--- src/rtl/tnn_feature_sequencer.sv ---
// Feature sequencer for the approximate TNN neuron: packs a stream of quantised
// features into the neuron operand bus, waits for the combinational neuron to
// settle, captures its decision and returns it over a valid/ready result stream.
module tnn_feature_sequencer #(
   parameter int unsigned LANES       = 5,
   parameter int unsigned WIDTH       = 3,
   parameter int unsigned EVAL_CYCLES = 1,
   parameter int unsigned CNT_W       = 16
) (
   input  logic                   clk,
   input  logic                   rst,
   input  logic                   s_valid,
   output logic                   s_ready,
   input  logic [WIDTH-1:0]       s_data,
   input  logic                   s_last,
   output logic [LANES*WIDTH-1:0] vec,
   input  logic                   neuron_out,
   output logic                   m_valid,
   input  logic                   m_ready,
   output logic                   m_class,
   output logic                   m_error,
   output logic [CNT_W-1:0]       sample_cnt
);

   localparam int unsigned VEC_W    = LANES * WIDTH;
   localparam int unsigned IDX_W    = (LANES > 1) ? $clog2(LANES) : 1;
   localparam int unsigned EC_W     = (EVAL_CYCLES > 1) ? $clog2(EVAL_CYCLES) : 1;
   localparam logic [IDX_W-1:0] LAST_IDX = IDX_W'(LANES - 1);
   localparam logic [EC_W-1:0]  EC_LAST  = EC_W'(EVAL_CYCLES - 1);

   typedef enum logic [1:0] {
      ST_COLLECT = 2'd0,
      ST_DRAIN   = 2'd1,
      ST_EVAL    = 2'd2,
      ST_HOLD    = 2'd3
   } state_t;

   state_t             state_q, state_d;
   logic [IDX_W-1:0]   idx_q, idx_d;
   logic [VEC_W-1:0]   vec_q, vec_d;
   logic               err_q, err_d;
   logic [EC_W-1:0]    ecnt_q, ecnt_d;
   logic               s_ready_q, s_ready_d;
   logic               m_valid_q, m_valid_d;
   logic               m_class_q, m_class_d;
   logic               m_error_q, m_error_d;
   logic [CNT_W-1:0]   cnt_q, cnt_d;
   logic               accept;

   assign accept     = s_valid && s_ready_q;
   assign s_ready    = s_ready_q;
   assign vec        = vec_q;
   assign m_valid    = m_valid_q;
   assign m_class    = m_class_q;
   assign m_error    = m_error_q;
   assign sample_cnt = cnt_q;

   // State and datapath registers; reset discards any partial sample.
   always_ff @(posedge clk or posedge rst) begin
      if (rst) begin
         state_q   <= ST_COLLECT;
         idx_q     <= '0;
         vec_q     <= '0;
         err_q     <= 1'b0;
         ecnt_q    <= '0;
         s_ready_q <= 1'b1;
         m_valid_q <= 1'b0;
         m_class_q <= 1'b0;
         m_error_q <= 1'b0;
         cnt_q     <= '0;
      end else begin
         state_q   <= state_d;
         idx_q     <= idx_d;
         vec_q     <= vec_d;
         err_q     <= err_d;
         ecnt_q    <= ecnt_d;
         s_ready_q <= s_ready_d;
         m_valid_q <= m_valid_d;
         m_class_q <= m_class_d;
         m_error_q <= m_error_d;
         cnt_q     <= cnt_d;
      end
   end

   // Next-state and datapath update for collect / drain / evaluate / hold.
   always_comb begin
      state_d   = state_q;
      idx_d     = idx_q;
      vec_d     = vec_q;
      err_d     = err_q;
      ecnt_d    = ecnt_q;
      m_valid_d = m_valid_q;
      m_class_d = m_class_q;
      m_error_d = m_error_q;
      cnt_d     = cnt_q;

      case (state_q)
         ST_COLLECT: begin
            if (accept) begin
               for (int unsigned l = 0; l < LANES; l++) begin
                  if (idx_q == IDX_W'(l)) begin
                     vec_d[l*WIDTH +: WIDTH] = s_data;
                  end
               end
               if (s_last) begin
                  // Short samples leave the remaining lanes at zero.
                  err_d   = (idx_q != LAST_IDX);
                  state_d = ST_EVAL;
               end else if (idx_q == LAST_IDX) begin
                  // Vector full but sample continues: swallow the excess.
                  err_d   = 1'b1;
                  state_d = ST_DRAIN;
               end else begin
                  idx_d = idx_q + IDX_W'(1);
               end
            end
         end

         ST_DRAIN: begin
            if (accept && s_last) begin
               state_d = ST_EVAL;
            end
         end

         ST_EVAL: begin
            if (ecnt_q == EC_LAST) begin
               ecnt_d    = '0;
               m_class_d = neuron_out;
               m_error_d = err_q;
               m_valid_d = 1'b1;
               state_d   = ST_HOLD;
            end else begin
               ecnt_d = ecnt_q + EC_W'(1);
            end
         end

         ST_HOLD: begin
            if (m_ready) begin
               m_valid_d = 1'b0;
               cnt_d     = cnt_q + CNT_W'(1);
               vec_d     = '0;
               idx_d     = '0;
               err_d     = 1'b0;
               state_d   = ST_COLLECT;
            end
         end

         default: begin
            state_d = ST_COLLECT;
         end
      endcase

      s_ready_d = (state_d == ST_COLLECT) || (state_d == ST_DRAIN);
   end

endmodule
--- config.mk ---
export PLATFORM = sky130hd
export DESIGN_NAME = tnn_feature_sequencer
export DESIGN_NICKNAME = d
export VERILOG_FILES = /design/src/rtl/tnn_feature_sequencer.sv
export SDC_FILE = /design/constraint.sdc
export NUM_CORES = 1
export LEC_CHECK = 0
export CORE_MARGIN = 3
export CORE_UTILIZATION = 50
export DETAILED_ROUTE_END_ITERATION = 8
export PLACE_DENSITY = 0.85
export SYNTH_ARGS = -nofsm -noshare
export SYNTH_HDL_FRONTEND = slang
export SYNTH_SLANG_ARGS = --single-unit
--- constraint.sdc ---
create_clock -name clk -period 4.01 [get_ports clk]
set_clock_uncertainty 0.05 [all_clocks]
set_input_delay 0.401 -clock clk [delete_from_list [all_inputs] [get_ports clk]]
set_output_delay 0.401 -clock clk [all_outputs]
set_load 0.01 [all_outputs]
==> metrics.txt, run 1 <==
DRC errors left=0; CTS tree=yes; Root Driver=clkbuf_8; drt pass-1 iters=4; Core Util, Final=0.698; CTS sink count=41; Post-DP Area=2320 µm²; setup TNS=0 ns; Total GRT Usage=0.192; post_cts resized=0; maxcap violations=0; slew margin rel.=0.668; crit end category=register; top-count cell post-synth=dfrtp_1; Lkg Pwr=1.07 nW; IO Count=44; Post-Synthesis Cells=163; clock latency on the worst-skew pair=0.29 ns; Layout area overhead=30.4%; gr ovfl total=0; clock slew at reported path FFs=0.07 ns; Post-synth top flop=dfrtp_1; first-pass GRT wire length=6470 µm; top cells by count, synth=dfrtp_1, nand2_1, xnor2_1, nand3_1, nor2_1; Clock Tree Buf Depth=2; row cnt=21; final period utilization=0.463; Hold WC Path Type=register to register; count of final setup violators=0; Synth cell types=33; Yosys reg bits=41; RSZ-0062 raised after global routing=false; vias in the first global route=1,396; die boundary width=67.0 µm; Arr. time, crit path=1.97 ns; antenna-violating nets left=0; Cell Area, Synth=1860 µm²; placer congestion estimate=0.799; Cell Pwr Density=587 nW/µm²; Peak VDD IR=0.384 mV; largest net degree at the start of global routing=42; Syn Area/Cell=11.4 µm²; Power Total=1.42 mW; Final HPWL DP=2860 µm; worst path required time=4.13 ns; CTS H-tree lvls=2; setup repair bufs after CTS=0; WL per Instance=15.0 µm; Worst Reg2Reg Path Length in Cells=4; synthesized net count=178; IO Port Bufs=43; Placed Instances=249; die height=67.0 µm; Layout Nets=225; number of synthesized flops with an enable pin=0; leading area contributor after synthesis=dfrtp_1; startpoint types=input pin; yosys warns=0; minimum clock period=1.86 ns; Die Footprint=4480 µm²; cts bufs inserted=5; pre-CTS WS=1.85 ns; register area share after synthesis=0.553; Area contributors post-synth=dfrtp_1, xnor2_1, nand2_1; Fin Hold WS=0.439 ns; top cell type's share of synthesized area=0.539; antenna violations before repair=0; ANT cells=0; Initial Util=0.536; initial DRC count=85; vias per cell=5.46; Final Cell Area=2420 µm²; worst slew pin tran=0.497 ns; hold path depth=1; detailed-route via count=1,397; Max Fclk=539 MHz; status=finished clean; # hold bufs at CTS=0; share of layout cells above drive strength 1=0.0810; ys async rst share=1.00; final hold viol count=0; fin worst setup slack=2.15 ns; total wire length=3840 µm; core area=3470 µm²; CP max FO=8; Final Slew Violations=0; Crit Path Category=input pin to register; fin cells=256
## metal layers
metal | GRT usage | vias up | part of all wire
met3 | 0.0354 | 6 | 0.050
met2 | 0.318 | 39 | 0.50
li1 | - | 655 | -
met4 | 0.0658 | 0 | 0.013
met5 | 0 | - | 0
met1 | 0.251 | 697 | 0.44
## path summary, 6_finish.rpt
check	from	endpoint	slack, ns
worst max-delay path	s_valid	vec[14]	2.15
max in group asynchronous	rst	s_ready	3.04
min in group asynchronous	rst	vec[5]	0.49
worst min register to register	m_valid	m_valid	0.44
worst max register to register	register	vec[14]	2.21
worst min-delay path	m_valid	m_valid	0.44
## state kept, by name (all words and copies together), names as in the netlist, named ones only
name        cells
err_q           1
idx_q           3
m_class         1
m_error         1
m_valid         1
s_ready         1
sample_cnt     16
vec            15
## power by group
| part | switching (mW) | internal (mW) | total (mW) |
|---|---|---|---|
| sequential | 0.0929 | 0.518 | 0.611 |
| combinational | 0.224 | 0.271 | 0.495 |
| clock | 0.134 | 0.181 | 0.315 |
| total | 0.451 | 0.971 | 1.42 |
## critical path: stages
cell,delay (ns)
clkdlybuf4s50_1,0.49
and4bb_1,0.48
nor2_8,0.07
nor2_2,0.17
mux2_2,0.35
## final cells by class
class / instances / area [µm²]
tap: 46 / 57.6
sequential: 41 / 1030
fill: 277 / 1050
multi-input combinational: 112 / 773
clock buffer: 5 / 68.8
timing repair buffer: 44 / 438
inverter: 6 / 22.5
clock inverter: 2 / 35.0
## cells by family after synthesis
kind of cell | synth area share
mux | 0.0303
xor+xnor | 0.0707
compound gates | 0.104
simple gates | 0.171
fa+ha+maj | 0.0404
buf+inv | 0.0310
flops | 0.553
## layout by cell type (no fill, tap or decap), drive strengths merged, types with 2 or more instances in the layout
cell           count
clkbuf             5
nand2             21
and4               2
o21ai              5
nand3             10
a21oi              2
and2               4
ha                 6
dfrtp             40
nor2              11
xnor2             14
a22o               8
and3               3
nand4              6
clkdlybuf4s50     43
a41oi              2
a21o               5
inv                6
mux2               5
Power figures use the tool's default switching activity.
==> inputs of run 2 (changes only) <==
--- a/config.mk
+++ b/config.mk
@@ -6,9 +6,9 @@
 export NUM_CORES = 1
 export LEC_CHECK = 0
 export CORE_MARGIN = 3
-export CORE_UTILIZATION = 50
+export CORE_UTILIZATION = 44
 export DETAILED_ROUTE_END_ITERATION = 8
-export PLACE_DENSITY = 0.85
+export PLACE_DENSITY = 0.8
 export SYNTH_ARGS = -nofsm -noshare
 export SYNTH_HDL_FRONTEND = slang
 export SYNTH_SLANG_ARGS = --single-unit
==> constraint.sdc (replaced) <==
create_clock -name clk -period 1.65 [get_ports clk]
set_clock_uncertainty 0.05 [all_clocks]
set_input_delay 0.165 -clock clk [delete_from_list [all_inputs] [get_ports clk]]
set_output_delay 0.165 -clock clk [all_outputs]
set_load 0.01 [all_outputs]
==> metrics.txt, run 2 (synthesis gave the netlist of run 1 again) <==
vias per cell=5.30 (was 5.46); worst path required time=1.78 ns (was 4.13 ns); count of final setup violators=0 (unchanged); DRC errors left=0 (unchanged); drt pass-1 iters=4 (unchanged); largest net degree at the start of global routing=25 (was 42); Lkg Pwr=1.13 nW (was 1.07 nW); max FFs per register=16 (unchanged); Root Driver=clkbuf_8 (unchanged); first-pass GRT wire length=6750 µm (was 6470 µm); total wire length=3910 µm (was 3840 µm); placer congestion estimate=0.759 (was 0.799); initial DRC count=89 (was 85); pre-CTS WS=-0.122 ns (was 1.85 ns); minimum clock period=1.61 ns; antenna-violating nets left=0 (unchanged); RSZ-0062 raised after global routing=false (unchanged); row cnt=22 (was 21); clock latency on the worst-skew pair=0.29 ns (about the same); core area=3850 µm² (was 3470 µm²); Combinational Power Share=0.369 (was 0.348); commonest cells after routing, fill and taps aside=clkdlybuf4s50_1, dfrtp_1, nand2_1 (unchanged); die height=71.0 µm (was 67.0 µm); cts bufs inserted=5 (unchanged); startpoint types=register (was input pin); Clock Tree Buf Depth=2 (unchanged); CTS sink count=41 (unchanged); final hold viol count=0 (unchanged); commonest non-fill, non-tap cell in the layout=clkdlybuf4s50_1 (unchanged); crit end category=register (unchanged); status=finished clean (unchanged); Crit Path Category=register to register (was input pin to register); CTS H-tree lvls=2 (unchanged); Peak VDD IR=0.720 mV (was 0.384 mV); detailed-route via count=1,435 (was 1,397); share of layout cells above drive strength 1=0.139 (was 0.0810); ANT cells=0 (unchanged); setup repair bufs after CTS=0 (unchanged); Arr. time, crit path=1.74 ns (was 1.97 ns); Total GRT Usage=0.166 (was 0.192); Max Fclk=621 MHz; Power Total=3.57 mW (was 1.42 mW); Pint=2.44 mW (was 0.971 mW); Final Slew Violations=0 (unchanged); gr ovfl total=0 (unchanged); worst slew pin tran=0.290 ns (was 0.497 ns); CP max FO=7 (was 8); Filler cells=318 (was 277); IO Port Bufs=43 (unchanged); Layout Nets=238 (was 225); vias in the first global route=1,457 (was 1,396); Cell Pwr Density=1410 nW/µm² (was 587 nW/µm²); WL per Instance=14.4 µm (was 15.0 µm); antenna violations before repair=0 (unchanged); slew margin rel.=0.807 (was 0.668); Initial Util=0.482 (was 0.536); IO Count=44 (unchanged); switching power=1.13 mW (was 0.451 mW); Hold WC Path Type=input pin to asynchronous set/reset pin (was register to register); Layout area overhead=35.8% (was 30.4%); maxcap violations=0 (unchanged); Clock Power Share=0.216 (was 0.221); Die Footprint=5040 µm² (was 4480 µm²); sequential share of power=0.415 (was 0.430); die boundary width=71.0 µm (was 67.0 µm); Final HPWL DP=2950 µm (was 2860 µm); CTS tree=yes (unchanged); sw frac=0.316 (was 0.317); clock slew at reported path FFs=0.08 ns (was 0.07 ns); final period utilization=0.976; fin worst setup slack=0.0389 ns (was 2.15 ns)
run 2: cell count changes in the layout (fill, tap and decap cells not counted):
cell	before	now
and4bb_1	1	0
and2_1	3	4
and2_0	1	0
buf_4	1	14
and4bb_2	0	1
run 2: final timing paths:
path	start	end	slack, ns	cells after the start
worst max-delay path	s_ready	vec[14]	0.04	4
worst min-delay path	rst	vec[2]	0.16	3
worst max register to register	s_ready	vec[14]	0.04	4
worst min register to register	sample_cnt[15]	sample_cnt[15]	0.44	1
max in group asynchronous	rst	m_error	1.12	3
min in group clk	s_data[0]	vec[9]	0.41	3
run 2: what timing repair did:
| action | in CTS | in global routing |
|---|---|---|
| endpoints found under the setup margin | 0 | 6 |
| hold buffers | 0 | 0 |
| resized for setup | 0 | 2 |
run 2: area by class of cell:
cell class / instances / area [µm²] / share of cell area
multi-input cells: 112 / 773 / 0.307
well taps: 48 / 60.1 / 0.0238
clock inverters: 2 / 35.0 / 0.0139
flip-flops and latches: 41 / 1030 / 0.407
repair buffers: 57 / 536 / 0.212
inverters: 6 / 22.5 / 0.00893
clock buffers: 5 / 68.8 / 0.0273
run 2: worst max-delay path, stage by stage, from the launching register on:
cell	delay, ns
dfstp_2	0.55
and4bb_2	0.31
nor2_8	0.06
nor2_2	0.18
mux2_2	0.36
run 2: per-layer routing:
layer / up-vias / track usage / wire length, µm / share of wire
li1: 687 / - / - / -
met1: 698 / 0.221 / 1790 / 0.46
met2: 46 / 0.268 / 1840 / 0.47
met3: 4 / 0.0497 / 239 / 0.061
met4: 0 / 0.0376 / 38 / 0.0097
met5: - / 0 / 0 / 0
run 2: metrics by stage:
stage | cell area, µm² | setup TNS (ns) | utilization | hold slack (ns) | std cells
after floorplan | 1860 | 0 | - | 0.232 | 163
after CTS | 2520 | 0 | 0.655 | 0.163 | 271
final | 2520 | 0 | 0.655 | 0.161 | 271
after global placement | 2420 | -0.393 | 0.628 | 0.410 | 264
after detailed placement | 2420 | -0.843 | 0.628 | 0.429 | 264
after global routing | 2520 | 0 | 0.655 | 0.204 | 271
run 2: power by group through the flow:
stage / Sequential (mW) / Combinational (mW) / Clock [mW]
finish: 1.48 / 1.32 / 0.769
global route: 1.52 / 1.44 / 0.838
CTS: 1.48 / 1.33 / 0.793
detailed placement: 1.49 / 1.32 / 0
global placement: 1.49 / 1.29 / 0
floorplan: 1.54 / 0.612 / 0
